==> src/rtl/twi_pkg.sv <==
// twi_pkg: shared framing state encoding and bus constants for the TWI monitor.
package twi_pkg;
  typedef enum logic [2:0] {IDLE, ADDR, ADDR_ACK, DATA, DATA_ACK} state_t;
  localparam int BITS_PER_BYTE = 8;
  localparam logic ACK = 1'b0;
endpackage

==> src/rtl/twi_line_conditioner.sv <==
// twi_line_conditioner: synchronizes one raw bus pin, rejects short glitches,
// and keeps the previous filtered value for edge detection.
module twi_line_conditioner #(
  parameter int SYNC_STAGES = 2,
  parameter int FILTER_LEN  = 3
) (
  input  logic clk,
  input  logic reset_n,
  input  logic i_pin,
  output logic o_filt,
  output logic o_prev
);
  localparam int CW = FILTER_LEN > 1 ? $clog2(FILTER_LEN) : 1;
  logic [SYNC_STAGES-1:0] r_sync;
  logic [CW-1:0] r_cnt;
  logic r_filt, r_prev;
  logic w_s;
  assign w_s    = r_sync[SYNC_STAGES-1];
  assign o_filt = r_filt;
  assign o_prev = r_prev;
  always_ff @(posedge clk) begin
    if (!reset_n) begin
      r_sync <= '1;
      r_cnt  <= '0;
      r_filt <= 1'b1;
      r_prev <= 1'b1;
    end else begin
      r_sync <= {r_sync[SYNC_STAGES-2:0], i_pin};
      r_prev <= r_filt;
      // the filtered line flips on the FILTER_LEN-th consecutive differing sample
      if (w_s == r_filt) r_cnt <= '0;
      else if (r_cnt == CW'(FILTER_LEN - 1)) begin
        r_filt <= w_s;
        r_cnt  <= '0;
      end else r_cnt <= r_cnt + 1'b1;
    end
  end
endmodule

==> src/rtl/twi_frame_monitor.sv <==
// twi_frame_monitor: passive TWI framing monitor; detects START/STOP, strobes
// each data bit and reports every tagged byte with its acknowledge bit.
module twi_frame_monitor
  import twi_pkg::*;
#(
  parameter int SYNC_STAGES = 2,
  parameter int FILTER_LEN  = 3
) (
  input  logic       clk,
  input  logic       reset_n,
  input  logic       scl_in,
  input  logic       sda_in,
  output logic       shift_en,
  output logic       shift_bit,
  output logic       byte_valid,
  output logic [7:0] byte_data,
  output logic       byte_is_addr,
  output logic       byte_ack_n,
  output logic       rw,
  output logic       start_seen,
  output logic       stop_seen,
  output logic       bus_busy,
  output logic       frame_error
);
  logic w_scl, w_scl_p, w_sda, w_sda_p;
  logic w_rise, w_start, w_stop, w_mid, w_bit_st, w_ack_st;
  state_t r_state;
  logic [3:0] r_cnt;
  logic [7:0] r_shift;

  twi_line_conditioner #(.SYNC_STAGES(SYNC_STAGES), .FILTER_LEN(FILTER_LEN)) u_scl (
    .clk(clk), .reset_n(reset_n), .i_pin(scl_in), .o_filt(w_scl), .o_prev(w_scl_p));
  twi_line_conditioner #(.SYNC_STAGES(SYNC_STAGES), .FILTER_LEN(FILTER_LEN)) u_sda (
    .clk(clk), .reset_n(reset_n), .i_pin(sda_in), .o_filt(w_sda), .o_prev(w_sda_p));

  assign w_rise   = w_scl & ~w_scl_p;
  assign w_start  = w_scl & w_scl_p & w_sda_p & ~w_sda;
  assign w_stop   = w_scl & w_scl_p & ~w_sda_p & w_sda;
  assign w_mid    = r_cnt != 4'd0;
  assign w_bit_st = r_state == ADDR || r_state == DATA;
  assign w_ack_st = r_state == ADDR_ACK || r_state == DATA_ACK;

  always_ff @(posedge clk) begin
    if (!reset_n) begin
      r_state      <= IDLE;
      r_cnt        <= '0;
      r_shift      <= '0;
      shift_en     <= 1'b0;
      shift_bit    <= 1'b0;
      byte_valid   <= 1'b0;
      byte_data    <= '0;
      byte_is_addr <= 1'b0;
      byte_ack_n   <= 1'b0;
      rw           <= 1'b0;
      start_seen   <= 1'b0;
      stop_seen    <= 1'b0;
      bus_busy     <= 1'b0;
      frame_error  <= 1'b0;
    end else begin
      start_seen  <= w_start;
      stop_seen   <= w_stop;
      frame_error <= (w_start | w_stop) & w_mid;
      shift_en    <= 1'b0;
      byte_valid  <= 1'b0;
      if (w_start | w_stop) begin
        r_cnt    <= '0;
        bus_busy <= w_start;
        r_state  <= w_start ? ADDR : IDLE;
      end else if (w_rise && w_bit_st) begin
        shift_en  <= 1'b1;
        shift_bit <= w_sda;
        r_shift   <= {r_shift[6:0], w_sda};
        r_cnt     <= r_cnt + 4'd1;
        if (r_cnt == 4'(BITS_PER_BYTE - 1)) r_state <= r_state == ADDR ? ADDR_ACK : DATA_ACK;
      end else if (w_rise && w_ack_st) begin
        // a NACK still continues into data: the monitor never steers the bus
        byte_valid   <= 1'b1;
        byte_data    <= r_shift;
        byte_is_addr <= r_state == ADDR_ACK;
        byte_ack_n   <= w_sda != ACK;
        if (r_state == ADDR_ACK) rw <= r_shift[0];
        r_cnt   <= '0;
        r_state <= DATA;
      end
    end
  end
endmodule

==> config.mk <==
export PLATFORM = sky130hd
export DESIGN_NAME = twi_frame_monitor
export DESIGN_NICKNAME = d
export VERILOG_FILES = /design/src/rtl/twi_pkg.sv /design/src/rtl/twi_line_conditioner.sv /design/src/rtl/twi_frame_monitor.sv
export SDC_FILE = /design/constraint.sdc
export NUM_CORES = 1
export LEC_CHECK = 0
export ABC_AREA = 1
export BUFFER_PORTS_ARGS = -buffer_cell sky130_fd_sc_hd__buf_2
export CAP_MARGIN = 25
export CORE_MARGIN = 4
export CORE_UTILIZATION = 32
export DETAILED_ROUTE_END_ITERATION = 6
export PLACE_DENSITY = 0.51
export SETUP_SLACK_MARGIN = 0.15
export SLEW_MARGIN = 10
export SYNTH_ARGS = -nofsm -noshare
export SYNTH_HDL_FRONTEND = slang
export SYNTH_SLANG_ARGS = --single-unit
==> constraint.sdc <==
create_clock -name clk -period 3.27 [get_ports clk]
set_input_delay 0 -clock clk [delete_from_list [all_inputs] [get_ports clk]]
set_output_delay 0 -clock clk [all_outputs]
set_load 0.005 [all_outputs]
==> results of run 1 <==
[per-layer routing]
| layer | global-route usage, % | up-vias | wire length (microns) |
|---|---|---|---|
| li1 | - | 698 | - |
| met1 | 13.11 | 541 | 1586 |
| met2 | 16.06 | 18 | 1259 |
| met3 | 3.437 | 5 | 120 |
| met4 | 4.561 | 0 | 48 |
| met5 | 0 | - | 0 |
[final timing paths]
path | start | end | slack, ns
hold reg to reg | u_scl.r_sync[0]$_SDFF_PN1_ | u_scl.r_sync[1]$_SDFF_PN1_ | 0.42
setup reg to reg | r_cnt[0]$_SDFFE_PP0P_ | r_state[1]$_SDFFE_PN0P_ | 1.91
setup / recovery | r_cnt[0]$_SDFFE_PP0P_ | r_state[1]$_SDFFE_PN0P_ | 1.91
hold / removal | reset_n | u_scl.o_prev$_SDFF_PN1_ | 0.09
[logic make-up (layout without fill, tap and decap cells)]
| kind of cell | after synthesis | count (layout) | synth area share [%] |
|---|---|---|---|
| AO/OA/AOI/OAI | 41 | 41 | 13.59 |
| adder cells (fa/ha/maj) | 4 | 4 | 2.954 |
| flip-flops | 44 | 44 | 51.99 |
| AND/OR/NAND/NOR | 89 | 89 | 23.56 |
| buffers and inverters | 28 | 51 | 7.901 |
[state kept, by name, indices dropped and copies added, names as in the netlist]
register / cells
u_scl.o_prev: 1
u_scl.r_cnt: 2
shift_en: 1
stop_seen: 1
u_scl.o_filt: 1
r_cnt: 4
byte_ack_n: 1
r_shift: 8
u_sda.o_filt: 1
u_scl.r_sync: 2
r_state: 3
u_sda.r_sync: 2
rw: 1
start_seen: 1
frame_error: 1
u_sda.o_prev: 1
byte_is_addr: 1
bus_busy: 1
byte_data: 8
byte_valid: 1
u_sda.r_cnt: 2
[where the power goes]
part	internal (W)	switching (W)
registers	0.000539	0.00000154
clock network	0.000301	0.000171
logic	0.00000901	0.0000145
[metrics by stage]
step,power (W),std cells
floorplan,0.0005706,206
global placement,0.0005749,290
detailed placement,0.0005750,290
CTS,0.001051,299
global route,0.001080,299
finish,0.001036,299
[timing repair]
action | CTS | global route
hold buffers | 2 | 0
hold endpoints to repair | 2 | 0
resized for setup | 0 | 0
[synthesized netlist by cell type, types with 2 or more instances]
cell type | number | share of area [%]
sky130_fd_sc_hd__a21oi_1 | 12 | 3.5
sky130_fd_sc_hd__a21oi_2 | 2 | 1.0
sky130_fd_sc_hd__buf_6 | 3 | 2.0
sky130_fd_sc_hd__dfxtp_1 | 44 | 52
sky130_fd_sc_hd__ha_1 | 4 | 3.0
sky130_fd_sc_hd__inv_1 | 18 | 4.0
sky130_fd_sc_hd__inv_2 | 3 | 0.66
sky130_fd_sc_hd__nand2_1 | 24 | 5.3
sky130_fd_sc_hd__nand2_2 | 3 | 1.1
sky130_fd_sc_hd__nand2_4 | 3 | 2.0
sky130_fd_sc_hd__nand3_1 | 8 | 2.4
sky130_fd_sc_hd__nor2_1 | 43 | 9.5
sky130_fd_sc_hd__nor2_2 | 2 | 0.74
sky130_fd_sc_hd__o211ai_1 | 2 | 0.89
sky130_fd_sc_hd__o21ai_0 | 18 | 5.3
sky130_fd_sc_hd__o21ai_1 | 3 | 0.89
sky130_fd_sc_hd__o21ai_2 | 2 | 1.0
sky130_fd_sc_hd__or2_2 | 4 | 1.5
[final cells by class]
type	instances	share of cell area, %
sequential	44	44.47
multi-input combinational	134	34.30
timing repair buffer	23	6.317
tap	70	4.422
inverter	21	3.980
clock buffer	5	3.474
clock inverter	2	3.032
[critical path, stage by stage (launching register included)]
cell and delay, ns:
sky130_fd_sc_hd__dfxtp_1 0.42, sky130_fd_sc_hd__ha_1 0.20, sky130_fd_sc_hd__nand2_1 0.06, sky130_fd_sc_hd__inv_1 0.08, sky130_fd_sc_hd__nand2_1 0.06, sky130_fd_sc_hd__nand3_1 0.16, sky130_fd_sc_hd__nand3_1 0.15, sky130_fd_sc_hd__nand2_1 0.10
sky130_fd_sc_hd__a21oi_1 0.04
==> tab_implementation.tex, run 1 <==
\begin{tabular}{lr}
\hline
Metric & Value \\
\hline
\multicolumn{2}{l}{\textbf{CTS}} \\
Deepest level of the CTS H-tree & 2 \\
Clock tree from TritonCTS & built \\
Post-CTS Repair Setup Buffers & 0 \\
Clock sink total & 44 \\
Clk\_lat worst skew & 0.29 ns \\
Buffer type at the clock tree root & sky130\_fd\_sc\_hd\_\_clkbuf\_8 \\
Clk pin slew, worst setup/hold paths & 0.08 ns \\
Maximum buffer depth of the clock tree & 2 \\
Number of CTS-inserted buffers & 5 \\
\multicolumn{2}{l}{\textbf{Global route}} \\
Vias in the first global route & 1146 \\
Global-route congestion overflow total & 0 \\
Maximum number of pins on one net before global-route repair & 27 \\
Initial antenna violation count & 0 \\
Wire length of the first global-routing pass & 5181 microns \\
Total Routing Usage GR & 10.35\% \\
\multicolumn{2}{l}{\textbf{Critical path}} \\
Launching element type of the critical path & register \\
Required time of the critical path & 3.46 ns \\
Worst path arrival time & 1.54 ns \\
Worst Path Class, Setup & reg -> reg \\
Nature of the critical path endpoint & register \\
CP Max Fanout & 5 \\
Number of cells on the worst reg-to-reg path & 8 \\
\multicolumn{2}{l}{\textbf{Finish}} \\
Most frequent cells in the layout & 44 x sky130\_fd\_sc\_hd\_\_dfxtp\_1, 43 x sky130\_fd\_sc\_hd\_\_nor2\_1, 24 x sky130\_fd\_sc\_hd\_\_nand2\_1 \\
Net count, final & 237 \\
Number of diodes & 0 \\
Combined area of the multi-input logic cells & 679.4 sq um \\
Number of fill cells in the layout & 551 \\
Seq. cell area & 880.8 sq um \\
Design area & 1981 sq um \\
Utilization after layout & 38.78\% \\
Fraction of final layout cells sized beyond drive strength 1 & 20.96\% \\
Most common cell after layout, fill and taps aside & sky130\_fd\_sc\_hd\_\_dfxtp\_1 \\
Signed area change from the synthesized netlist to the final layout & 16.91\% \\
\multicolumn{2}{l}{\textbf{Logic synthesis}} \\
Post-synth net total & 214 \\
Number of flops mapped to enable cells by yosys & 0 \\
Count of mapped cells out of synthesis & 206 \\
Primary FF master, synth & sky130\_fd\_sc\_hd\_\_dfxtp\_1 \\
Share of flip-flops with an asynchronous set or reset after synthesis & 0\% \\
Number of unique standard cell types used by synthesis & 26 \\
Seq/Total Area, Yosys & 51.99\% \\
Number of register bits inferred by synthesis & 44 \\
Mapped cell area & 1694 sq um \\
Number of warnings issued by yosys & 0 \\
Average size of a mapped cell & 8.224 sq um \\
\multicolumn{2}{l}{\textbf{Placed design}} \\
Area after DPL & 1832 sq um \\
Port Buffers & 21 \\
Dpl hpwl & 2097 microns \\
DP Worst Slack & 1.910 ns \\
Routability-driven placement congestion ratio & 0.6869 \\
\multicolumn{2}{l}{\textbf{STA}} \\
Final setup fails & 0 \\
Worst max-slew margin expressed relative to the limit & 71.87\% \\
Setup repair after global routing missed its margin & no \\
Fin. max-slew vios & 0 \\
Fraction of the cycle the final worst path needs & 41.53\% \\
Number of failing hold endpoints at the final stage & 0 \\
Post-route worst hold slack & 0.09161 ns \\
Final critical-path required period & 1.358 ns \\
Maximum clock frequency & 0.7363 GHz \\
Worst Skew & 0.008000 ns \\
Worst path setup slack after routing & 1.912 ns \\
Total negative slack for setup checks & 0 ns \\
Transition time at the pin with the least slew margin & 0.4220 ns \\
\multicolumn{2}{l}{\textbf{Route}} \\
Via density per instance & 4.221 \\
Wire length after detailed routing & 3014 microns \\
DRC violations left & 0 \\
DRC marker count from the first detailed-route iteration & 59 \\
Via total after detailed routing & 1262 \\
Average detailed-routed wire length per instance & 10.08 microns \\
First drt pass iteration count & 4 \\
Post-detailed-route count of antenna-violating nets & 0 \\
\multicolumn{2}{l}{\textbf{Floorplan}} \\
Number of primary I/O pins & 22 \\
FP Rows & 26 \\
Die Height & 80.76 microns \\
Floorplan core area & 5107 sq um \\
Die Area & 6522 sq um \\
Die span in x & 80.76 microns \\
Initial standard-cell utilization of the core & 33.17\% \\
\multicolumn{2}{l}{\textbf{Pwr}} \\
Power density normalized to cell area & 522.9 nW/um\^{}2 \\
Leakage & 0.8924 nW \\
Worst VDD drop & 0.1563 mV \\
\multicolumn{2}{l}{\textbf{Worst hold path}} \\
Hold Path Stages & 2 \\
Tightest Hold Check Type & in -> reg \\
\multicolumn{2}{l}{\textbf{Flow run}} \\
Number of maximum-capacitance violations & 0 \\
\multicolumn{2}{l}{\textbf{Outcome}} \\
Result of the run & finished, final reports clean \\
\hline
\end{tabular}
(Power assumes the default switching activity.)
==> run 2, diff against run 1 <==
--- a/config.mk
+++ b/config.mk
@@ -5,13 +5,13 @@
 export SDC_FILE = /design/constraint.sdc
 export NUM_CORES = 1
 export LEC_CHECK = 0
-export ABC_AREA = 1
+export ABC_AREA = 0
 export BUFFER_PORTS_ARGS = -buffer_cell sky130_fd_sc_hd__buf_2
 export CAP_MARGIN = 25
 export CORE_MARGIN = 4
 export CORE_UTILIZATION = 32
 export DETAILED_ROUTE_END_ITERATION = 6
-export PLACE_DENSITY = 0.51
+export PLACE_DENSITY = 0.53
 export SETUP_SLACK_MARGIN = 0.15
 export SLEW_MARGIN = 10
 export SYNTH_ARGS = -nofsm -noshare
==> constraint.sdc (replaced) <==
create_clock -name clk -period 1.15 [get_ports clk]
set_input_delay 0 -clock clk [delete_from_list [all_inputs] [get_ports clk]]
set_output_delay 0 -clock clk [all_outputs]
set_load 0.005 [all_outputs]
==> run 2 against run 1 <==
Compared with the run above: the run now ends with setup timing left; routed wire length grew 32%; fmax shrank 7.6%; highest routed layer unchanged; via count grew 17%; flip-flop and latch count is the same; largest cell class is now multi-input combinational cells.
==> tab_implementation.tex, run 2 <==
\begin{tabular}{lr}
\hline
Metric & Value \\
\hline
\multicolumn{2}{l}{\textbf{Outcome}} \\
Result of the run & finished with violations \\
Failing checks & setup timing \\
\multicolumn{2}{l}{\textbf{Route}} \\
DRC violations left & 0 \\
First drt pass iteration count & 4 \\
Average detailed-routed wire length per instance & 12.62 microns \\
Via density per instance & 4.690 \\
Post-detailed-route count of antenna-violating nets & 0 \\
DRC marker count from the first detailed-route iteration & 57 \\
Wire length after detailed routing & 3988 microns \\
Via total after detailed routing & 1482 \\
\multicolumn{2}{l}{\textbf{CTS}} \\
Maximum buffer depth of the clock tree & 2 \\
Buffer type at the clock tree root & sky130\_fd\_sc\_hd\_\_clkbuf\_8 \\
Number of CTS-inserted buffers & 5 \\
Clock tree from TritonCTS & built \\
Deepest level of the CTS H-tree & 2 \\
Clk pin slew, worst setup/hold paths & 0.08 ns \\
Clock sink total & 44 \\
Clk\_lat worst skew & 0.30 ns \\
\multicolumn{2}{l}{\textbf{Pwr}} \\
Worst VDD drop & 0.7393 mV \\
Internal portion of total power & 0.002213 W \\
Power density normalized to cell area & 1078 nW/um\^{}2 \\
Sequential share of power & 55.3\% \\
Clock share of power & 41.7\% \\
Leakage & 1.017 nW \\
Switching Power & 0.0005617 W \\
Part of the total power dissipated in combinational logic & 2.9\% \\
Switching share of power & 20.24\% \\
\multicolumn{2}{l}{\textbf{Logic synthesis}} \\
Cell types occupying the most area after synthesis & sky130\_fd\_sc\_hd\_\_dfxtp\_1 53\%, sky130\_fd\_sc\_hd\_\_a21oi\_1 6.3\%, sky130\_fd\_sc\_hd\_\_nand2\_1 5.6\%, sky130\_fd\_sc\_hd\_\_o21ai\_0 4.5\%, sky130\_fd\_sc\_hd\_\_nand3\_1 3.6\% \\
Mapped cell area & 1669 sq um \\
Primary FF master, synth & sky130\_fd\_sc\_hd\_\_dfxtp\_1 \\
Most repeated cell in the gate-level netlist after synthesis & sky130\_fd\_sc\_hd\_\_dfxtp\_1 \\
Number of warnings issued by yosys & 0 \\
Number of register bits inferred by synthesis & 44 \\
Count of mapped cells out of synthesis & 183 \\
Yosys top cell area share & 52.77\% \\
Synth cell count leaders & 44 x sky130\_fd\_sc\_hd\_\_dfxtp\_1, 25 x sky130\_fd\_sc\_hd\_\_nand2\_1, 21 x sky130\_fd\_sc\_hd\_\_a21oi\_1 \\
Seq/Total Area, Yosys & 52.77\% \\
Share of flip-flops with an asynchronous set or reset after synthesis & 0\% \\
Library cell occupying the most area in the post-synthesis netlist & sky130\_fd\_sc\_hd\_\_dfxtp\_1 \\
Number of flops mapped to enable cells by yosys & 0 \\
Number of unique standard cell types used by synthesis & 37 \\
Average size of a mapped cell & 9.121 sq um \\
Post-synth net total & 191 \\
\multicolumn{2}{l}{\textbf{STA}} \\
Fin. max-slew vios & 0 \\
Number of failing hold endpoints at the final stage & 0 \\
Maximum clock frequency & 0.6801 GHz \\
Setup repair after global routing missed its margin & yes \\
Final setup fails & 30 \\
Post-route worst hold slack & 0.02454 ns \\
Worst Skew & 0.009532 ns \\
Fraction of the cycle the final worst path needs & 127.9\% \\
Worst path setup slack after routing & -0.3203 ns \\
Worst max-slew margin expressed relative to the limit & 79.44\% \\
Transition time at the pin with the least slew margin & 0.3070 ns \\
Final critical-path required period & 1.470 ns \\
\multicolumn{2}{l}{\textbf{Global route}} \\
Vias in the first global route & 1364 \\
Global-route congestion overflow total & 0 \\
Initial antenna violation count & 0 \\
Total Routing Usage GR & 12.61\% \\
Maximum number of pins on one net before global-route repair & 21 \\
Wire length of the first global-routing pass & 6299 microns \\
\multicolumn{2}{l}{\textbf{Floorplan}} \\
Die span in x & 80.22 microns \\
Number of primary I/O pins & 22 \\
Floorplan core area & 5075 sq um \\
Die Height & 80.22 microns \\
Die Area & 6435 sq um \\
FP Rows & 26 \\
Initial standard-cell utilization of the core & 32.89\% \\
\multicolumn{2}{l}{\textbf{Critical path}} \\
Startpoint of the most critical register-to-register path & u\_scl.o\_prev\$\_SDFF\_PN1\_ \\
CP Max Fanout & 4 \\
Worst path arrival time & 1.65 ns \\
Worst Path Class, Setup & reg -> reg \\
Number of cells on the worst reg-to-reg path & 3 \\
Nature of the critical path endpoint & register \\
R2R setup slack & -0.32 ns \\
Launching element type of the critical path & register \\
Required time of the critical path & 1.33 ns \\
Worst r2r dst & rw\$\_SDFFE\_PN0P\_ \\
\multicolumn{2}{l}{\textbf{Finish}} \\
Signed area change from the synthesized netlist to the final layout & 54.27\% \\
Net count, final & 253 \\
Utilization after layout & 50.74\% \\
Most frequent cells in the layout & 35 x sky130\_fd\_sc\_hd\_\_dfxtp\_1, 29 x sky130\_fd\_sc\_hd\_\_buf\_4, 21 x sky130\_fd\_sc\_hd\_\_buf\_2 \\
Design area & 2575 sq um \\
Registers with the highest flip-flop counts & byte\_data: 8 flops, r\_shift: 8 flops, r\_cnt: 4 flops \\
Number of diodes & 0 \\
Fraction of final layout cells sized beyond drive strength 1 & 49.59\% \\
Most common cell after layout, fill and taps aside & sky130\_fd\_sc\_hd\_\_dfxtp\_1 \\
\multicolumn{2}{l}{\textbf{Worst hold path}} \\
Hold Path Stages & 3 \\
Hold path endpoint & r\_cnt[1]\$\_SDFFE\_PP0P\_ \\
Startpoint of the most critical hold path & reset\_n \\
Tightest Hold Check Type & in -> reg \\
\multicolumn{2}{l}{\textbf{Placed design}} \\
Routability-driven placement congestion ratio & 0.7061 \\
Dpl hpwl & 2508 microns \\
Port Buffers & 21 \\
Area after DPL & 2066 sq um \\
\multicolumn{2}{l}{\textbf{Flow run}} \\
Number of maximum-capacitance violations & 0 \\
\hline
\end{tabular}
run 2: cell types whose count changed in the layout (fill, tap and decap cells not counted), sizes merged, moves of 4 or more:
cell    previous run  this run
nand2             30        25
inv               21         6
o21ai             23        15
nor2              46         8
xnor2              0         4
buf               21        63
a21oi             14        21
nand2b             0         5
nand3              8        12
or2                4         0
run 2: cell type report:
| cell class | count | area, sq um |
|---|---|---|
| Timing Repair Buffer | 66 | 506.7 |
| Fill cell | 486 | 2500 |
| Multi-Input combinational cell | 122 | 955.9 |
| Tap cell | 70 | 87.58 |
| Clock inverter | 2 | 35.03 |
| Clock buffer | 6 | 72.57 |
| Sequential cell | 44 | 894.6 |
| Inverter | 6 | 22.52 |
run 2: worst max-delay path, stage by stage, from the launching register on:
cell,delay [ns]
sky130_fd_sc_hd__dfxtp_2,0.34
sky130_fd_sc_hd__or3b_4,0.40
sky130_fd_sc_hd__or4b_4,0.50
sky130_fd_sc_hd__mux2i_1,0.13
run 2: worst max path at each step:
stage	startpoint	end	cells past startpoint
4_1_cts	u_scl.o_prev$_SDFF_PN1_	rw$_SDFFE_PN0P_	3
6_report	u_scl.o_prev$_SDFF_PN1_	rw$_SDFFE_PN0P_	3
5_1_grt	u_scl.o_prev$_SDFF_PN1_	rw$_SDFFE_PN0P_	3
3_3_place_gp	u_scl.o_prev$_SDFF_PN1_	rw$_SDFFE_PN0P_	3
3_5_place_dp	u_scl.o_prev$_SDFF_PN1_	r_cnt[3]$_SDFFE_PP0P_	5
2_1_floorplan	u_scl.o_filt$_SDFFE_PN1P_	rw$_SDFFE_PN0P_	5
run 2: power groups by stage:
stage / Clock, W / Sequential, W / Combinational (W)
after detailed placement: 0 / 0.00157 / 0.0000586
after CTS: 0.00119 / 0.00153 / 0.0000710
after global routing: 0.00124 / 0.00154 / 0.0000903
final: 0.00116 / 0.00153 / 0.0000816
after global placement: 0 / 0.00157 / 0.0000590
after floorplan: 0 / 0.00157 / 0.0000326
run 2: logic make-up (layout without fill, tap and decap cells):
logic type | Yosys count | in the layout | synth area share, %
adders and majority gates | 4 | 4 | 2.999
muxes | 2 | 2 | 1.199
buffers and inverters | 17 | 80 | 4.198
AOI/OAI and AO/OA | 49 | 49 | 17.24
DFF | 44 | 44 | 52.77
xor gates and xnor gates | 5 | 5 | 2.624
and+or+nand+nor | 62 | 62 | 18.97
run 2: per-layer routing:
metal  part of all wire (%)  global-route usage, %  vias to the layer above
li1                       -                      -                      767
met1                     50                  16.60                      692
met5                      0                      0                        -
met2                     46                  19.78                       18
met3                    2.8                  3.363                        5
met4                    1.3                  4.561                        0
run 2: metrics by stage:
step / power (W) / cells / TNS [ns] / setup WS [ns]
finish: 0.002775 / 316 / -5.892 / -0.3203
global route: 0.002862 / 316 / -7.730 / -0.3429
CTS: 0.002793 / 312 / -5.818 / -0.3152
detailed placement: 0.001628 / 293 / -5.177 / -0.3307
global placement: 0.001628 / 293 / -4.683 / -0.2874
floorplan: 0.001601 / 183 / -4.462 / -0.4563
run 2: repair_timing:
item	4_1_cts	5_1_grt
gates cloned	2	0
gates resized for setup	37	38
hold buffers	3	0
endpoints found under the setup margin	35	36
hold endpoints to repair	2	0
setup buffers	6	4
pin swaps	11	16
